**config.mk**
```make
export PLATFORM = sky130hd
export DESIGN_NAME = bus_cmd_master
export DESIGN_NICKNAME = d
export VERILOG_FILES = /design/src/rtl/bus_cmd_master.sv
export SDC_FILE = /design/constraint.sdc
export NUM_CORES = 1
export LEC_CHECK = 0
export BUFFER_PORTS_ARGS = -buffer_cell sky130_fd_sc_hd__buf_2
export CORE_MARGIN = 2
export CORE_UTILIZATION = 45
export DETAILED_ROUTE_END_ITERATION = 12
export PLACE_DENSITY_LB_ADDON = 0.05
export SYNTH_ARGS = -nofsm -noshare
export SYNTH_HDL_FRONTEND = slang
export SYNTH_SLANG_ARGS = --single-unit
```
**constraint.sdc**
```tcl
create_clock -name i_Bus_Clk -period 3.3 [get_ports i_Bus_Clk]
set_clock_uncertainty 0.05 [all_clocks]
set_input_delay 0.66 -clock i_Bus_Clk [delete_from_list [all_inputs] [get_ports i_Bus_Clk]]
set_output_delay 0.66 -clock i_Bus_Clk [all_outputs]
set_load 0.005 [all_outputs]
```
**src/rtl/bus_cmd_master.sv**
```systemverilog
// Single-outstanding command master for a simple CS-strobed bus.
// Issues one write or read per accepted command and returns a single completion pulse.
`timescale 1ns/1ps

module bus_cmd_master #(
  parameter int unsigned TIMEOUT_CYCLES = 15
) (
  input  logic        i_Bus_Clk,
  input  logic        i_Bus_Rst_L,
  input  logic        i_Cmd_Valid,
  input  logic        i_Cmd_Wr_Rd_n,
  input  logic [3:0]  i_Cmd_Addr8,
  input  logic [15:0] i_Cmd_Wr_Data,
  output logic        o_Cmd_Ready,
  output logic        o_Bus_CS,
  output logic        o_Bus_Wr_Rd_n,
  output logic [3:0]  o_Bus_Addr8,
  output logic [15:0] o_Bus_Wr_Data,
  input  logic [15:0] i_Bus_Rd_Data,
  input  logic        i_Bus_Rd_DV,
  output logic        o_Rsp_DV,
  output logic [15:0] o_Rsp_Rd_Data,
  output logic        o_Rsp_Timeout
);

  typedef enum logic [1:0] {
    IDLE    = 2'd0,
    ISSUE   = 2'd1,
    WAIT_RD = 2'd2
  } state_e;

  // Counter value seen during the last permitted WAIT_RD cycle.
  localparam logic [7:0] TIMEOUT_LAST = 8'(TIMEOUT_CYCLES - 1);

  state_e      state_q, state_d;
  logic [7:0]  cnt_q, cnt_d;
  logic        cs_q, cs_d;
  logic        bus_wr_rd_n_q, bus_wr_rd_n_d;
  logic [3:0]  bus_addr8_q, bus_addr8_d;
  logic [15:0] bus_wr_data_q, bus_wr_data_d;
  logic        rsp_dv_q, rsp_dv_d;
  logic [15:0] rsp_rd_data_q, rsp_rd_data_d;
  logic        rsp_timeout_q, rsp_timeout_d;

  always_comb begin
    // NOTE: every signal gets a default first so no path through the case can infer a latch.
    state_d       = state_q;
    cnt_d         = cnt_q;
    cs_d          = 1'b0;
    bus_wr_rd_n_d = bus_wr_rd_n_q;
    bus_addr8_d   = bus_addr8_q;
    bus_wr_data_d = bus_wr_data_q;
    rsp_dv_d      = 1'b0;
    rsp_rd_data_d = rsp_rd_data_q;
    rsp_timeout_d = 1'b0;

    unique case (state_q)
      IDLE: begin
        if (i_Cmd_Valid) begin
          bus_wr_rd_n_d = i_Cmd_Wr_Rd_n;
          bus_addr8_d   = i_Cmd_Addr8;
          bus_wr_data_d = i_Cmd_Wr_Data;
          cs_d          = 1'b1;
          state_d       = ISSUE;
        end
      end
      ISSUE: begin
        if (bus_wr_rd_n_q) begin
          rsp_dv_d = 1'b1;
          state_d  = IDLE;
        end else begin
          cnt_d   = 8'd0;
          state_d = WAIT_RD;
        end
      end
      WAIT_RD: begin
        // Responder data beats the timeout when both land on the last cycle.
        if (i_Bus_Rd_DV) begin
          rsp_dv_d      = 1'b1;
          rsp_rd_data_d = i_Bus_Rd_Data;
          state_d       = IDLE;
        end else if (cnt_q == TIMEOUT_LAST) begin
          rsp_dv_d      = 1'b1;
          rsp_timeout_d = 1'b1;
          rsp_rd_data_d = 16'h0000;
          state_d       = IDLE;
        end else begin
          cnt_d = cnt_q + 8'd1;
        end
      end
      default: state_d = IDLE;
    endcase
  end

  // NOTE: state registers use non-blocking assignments so all flops update together at the edge.
  always_ff @(posedge i_Bus_Clk or negedge i_Bus_Rst_L) begin
    if (!i_Bus_Rst_L) begin
      state_q       <= IDLE;
      cnt_q         <= 8'd0;
      cs_q          <= 1'b0;
      bus_wr_rd_n_q <= 1'b0;
      bus_addr8_q   <= 4'h0;
      bus_wr_data_q <= 16'h0000;
      rsp_dv_q      <= 1'b0;
      rsp_rd_data_q <= 16'h0000;
      rsp_timeout_q <= 1'b0;
    end else begin
      state_q       <= state_d;
      cnt_q         <= cnt_d;
      cs_q          <= cs_d;
      bus_wr_rd_n_q <= bus_wr_rd_n_d;
      bus_addr8_q   <= bus_addr8_d;
      bus_wr_data_q <= bus_wr_data_d;
      rsp_dv_q      <= rsp_dv_d;
      rsp_rd_data_q <= rsp_rd_data_d;
      rsp_timeout_q <= rsp_timeout_d;
    end
  end

  assign o_Cmd_Ready   = (state_q == IDLE);
  assign o_Bus_CS      = cs_q;
  assign o_Bus_Wr_Rd_n = bus_wr_rd_n_q;
  assign o_Bus_Addr8   = bus_addr8_q;
  assign o_Bus_Wr_Data = bus_wr_data_q;
  assign o_Rsp_DV      = rsp_dv_q;
  assign o_Rsp_Rd_Data = rsp_rd_data_q;
  assign o_Rsp_Timeout = rsp_timeout_q;

endmodule
```
==> results.md <==
* Outcome: finished clean
* Multiplexer area fraction after synthesis at 12.1%
* Max-Cap Viols at 0
* Post-CTS sizing at 0
* Compound-Gate Fraction of Synth Area at 14.2%
* Post-synth top area cell: dfrtp_1
* HPWL Detailed at 3.12 mm
* IO Count at 82
* Rows at 25
* Sw Share at 31.0%
* H-tree depth at 2
* Hold Vio Cnt, Final at 0
* Critical-path top delay cell: nor3_1
* Placed instance count at 292
* Avg WL per Cell at 14.5 um
* Simple-Gate Fraction of Synth Area at 9.06%
* Post-Route Utilization at 57.7%
* Die Footprint at 0.00539 mm^2
* Mean Syn Cell Area at 13.1 um^2
* First-pass GRT wire length at 7.01 mm
* R2r setup slk at 1.13 ns
* Nets at 292
* Vias in the first global route at 1518
* WHS Endpoint: o_Bus_Wr_Data[15]
* PD cells at 831 mW/mm^2
* DR DRC count at 0
* Setup TNS at 0 ns
* Vias after detailed routing at 1586
* Area Growth Syn to Fin at 24.9%
* Req. time, crit path at 3.49 ns
* Slew Limit Fails at 0
* Tot GR Track Use at 17.0%
* Max IR drop VDD at 0.000333 V
* CORE AREA at 0.00469 mm^2
* Worst hold path type: reg -> reg
* RSZ-0062 raised after global routing: no
* Fraction of the cycle the final worst path needs at 65.7%
* Leak at 1.37 nW
* CTS Hold Buffers Added at 0
* Crit Path Max Fanout at 16
* Clk root buf: clkbuf_8
* Synth top area cells: dfrtp_1 58%, mux2_2 11%, a22o_1 8.1%
* Multi-input gate area at 841 um^2
* Mapped Cells at 165
* Total CTS buffers at 5
* RR Startpoint: state_q[0]
* Hold depth at 1
* Seq/Total Area, Yosys at 57.7%
* Hold_sp: o_Bus_Wr_Data[15]
* Max transition margin at 29.0%
* Layout cells sized above 1 at 47.2%
* Post-Synth Adder-Cell Area at 3.46%
* Initial DRC count at 39
* Final ANT Viol Nets at 0
* Final Setup Violations at 0
* CTS clk-pin slew, worst paths at 0.09 ns
* CTS Buffer Depth at 2
* Post-synth top area share at 57.7%
* Largest net degree at the start of global routing at 51
* CTS sink cnt at 50
* Seq pwr share at 43.7%
* Hold Slack at 0.456 ns
* Worst Setup Start Kind: flop
* Drt via density at 5.29
* Post-Synth XOR/XNOR Area at 0%
* Initial Utilization at 46.2%
* R2r endpoint: cnt_q[7]
* Minimum clock period at 2.17 ns
* Comb power frac at 37.1%
* Number of setup buffers added after CTS at 0
* Largest family of logic cells by synthesized area: compound AO/OA/AOI/OAI gates
* Total Power at 2.25 mW
* Slowest Stage Delay on Critical Path at 0.47 ns
* Initial antenna violation count at 0
* # diodes at 0
* P_sw at 0.697 mW
* Warnings, synthesis at 0
* # port buffers at 81
* Register area at 0.00125 mm^2
* CP Data Arrival Time at 2.36 ns
* Syn_nets at 212
* Yosys cell types at 38
* # fillers at 415
* Drt total wl at 4.35 mm
* Crit path cell chain: inv_1 > ha_1 > a22oi_1 > o21ai_0 > nor3_1 > a221o_1
* Cell internal pwr at 1.55 mW
* Post-Syn Area at 0.00217 mm^2
* Die Span X at 73.4 um
* Clock share of power at 19.2%
* TritonRoute pass-1 iters at 4
* Fin cells at 300
* R2R cell count at 6
* Routability cong. at 0.748
* CTS tree: done
* Setup CP Type: reg -> reg
* Clock insertion delay at the later pin of the skew report at 0.30 ns
* Worst-margin pin slew at 1.07 ns
* Die Height at 73.4 um
* Fmax at 461 MHz
* Total gr overflow at 0
* Synth Register Bits at 50
* Endpoint class of the critical path: flop
## how the worst max path moves through the flow
stage	start	endpoint	slack, ns
floorplan	cnt_q[0]	state_q[0]	1.49
global route	state_q[0]	cnt_q[7]	0.90
detailed placement	state_q[0]	cnt_q[7]	1.17
global placement	state_q[0]	cnt_q[7]	1.19
CTS	state_q[0]	cnt_q[7]	1.12
finish	state_q[0]	cnt_q[7]	1.13
## power by group through the flow
| stage | clock, mW | combinational (mW) | sequential [mW] |
|---|---|---|---|
| floorplan | 0 | 0.468 | 1.01 |
| global placement | 0 | 0.832 | 0.981 |
| finish | 0.431 | 0.835 | 0.983 |
| CTS | 0.451 | 0.853 | 0.986 |
| detailed placement | 0 | 0.851 | 0.997 |
| global route | 0.471 | 0.943 | 1.02 |
## routing by layer
layer	GRT usage, %	wire length [um]	share of wire [%]
met1	23.2	2000	46
met2	26.4	2040	47
met3	4.39	260	6.0
met4	5.66	53	1.2
met5	0	0	0
## cells in the mapped netlist (all sizes together)
cell type and number:
dfrtp 50, mux2 22, a22o 20, inv 8
nand2 8, nand3 7, ha 6, buf 5
nor2 4, and2 3, and3 3, clkbuf 3
nor3 3, o21ai 3, nand4 2, a21boi 1
a21oi 1, a221o 1, a22oi 1, a31oi 1
a41o 1, and4bb 1, mux2i 1, nand2b 1
nand3b 1, nor3b 1, o211ai 1, o21a 1
o221ai 1, o22ai 1, o31ai 1, o32a 1
or3 1
## registers in the layout, indices dropped and copies added, names as in the netlist
name	count
o_Bus_Wr_Data	16
o_Rsp_Rd_Data	16
cnt_q	8
o_Bus_Addr8	4
state_q	2
o_Bus_CS	1
o_Bus_Wr_Rd_n	1
o_Rsp_DV	1
o_Rsp_Timeout	1
## cell type report
cell class | count | area share [%]
flip-flops and latches | 50 | 46.2
multi-input cells | 99 | 31.1
clock buffers | 5 | 2.54
repair buffers | 81 | 15.0
well taps | 54 | 2.50
inverters | 8 | 1.11
clock inverters | 3 | 1.62
## cells by family (layout without fill, tap and decap cells)
kind of cell / after synthesis / after routing
flip-flops: 50 / 50
adder cells (fa/ha/maj): 6 / 6
multiplexers: 23 / 23
AND/OR/NAND/NOR: 35 / 35
AO/OA/AOI/OAI: 35 / 35
buffers and inverters: 16 / 97
## stage by stage
stage               area, um^2  setup slack (ns)
floorplan                 2170              1.49
global placement          2590              1.19
detailed placement        2590              1.17
CTS                       2710              1.12
global route              2710             0.899
finish                    2710              1.13
## layout by cell type (no fill, tap or decap), types with 2 or more instances in the layout
cell / Yosys / routed
buf_2: 1 / 81
inv_1: 8 / 8
a22o_1: 20 / 20
and3_1: 3 / 3
dfrtp_1: 50 / 50
and2_1: 2 / 2
nand3_1: 7 / 7
mux2_2: 21 / 21
nor3_1: 3 / 3
nand4_1: 2 / 2
ha_1: 6 / 6
clkbuf_8: 0 / 5
o21ai_0: 2 / 2
nor2_1: 4 / 4
nand2_1: 8 / 8
## critical path: cells and delay by family, from the launching register on
| family | cells | cell delay, ns |
|---|---|---|
| compound gates | 3 | 0.72 |
| simple gates | 1 | 0.47 |
| fa+ha+maj | 1 | 0.39 |
| flops | 1 | 0.38 |
| buf+inv | 1 | 0.09 |
Note: power is estimated with default switching activity, not from simulation.
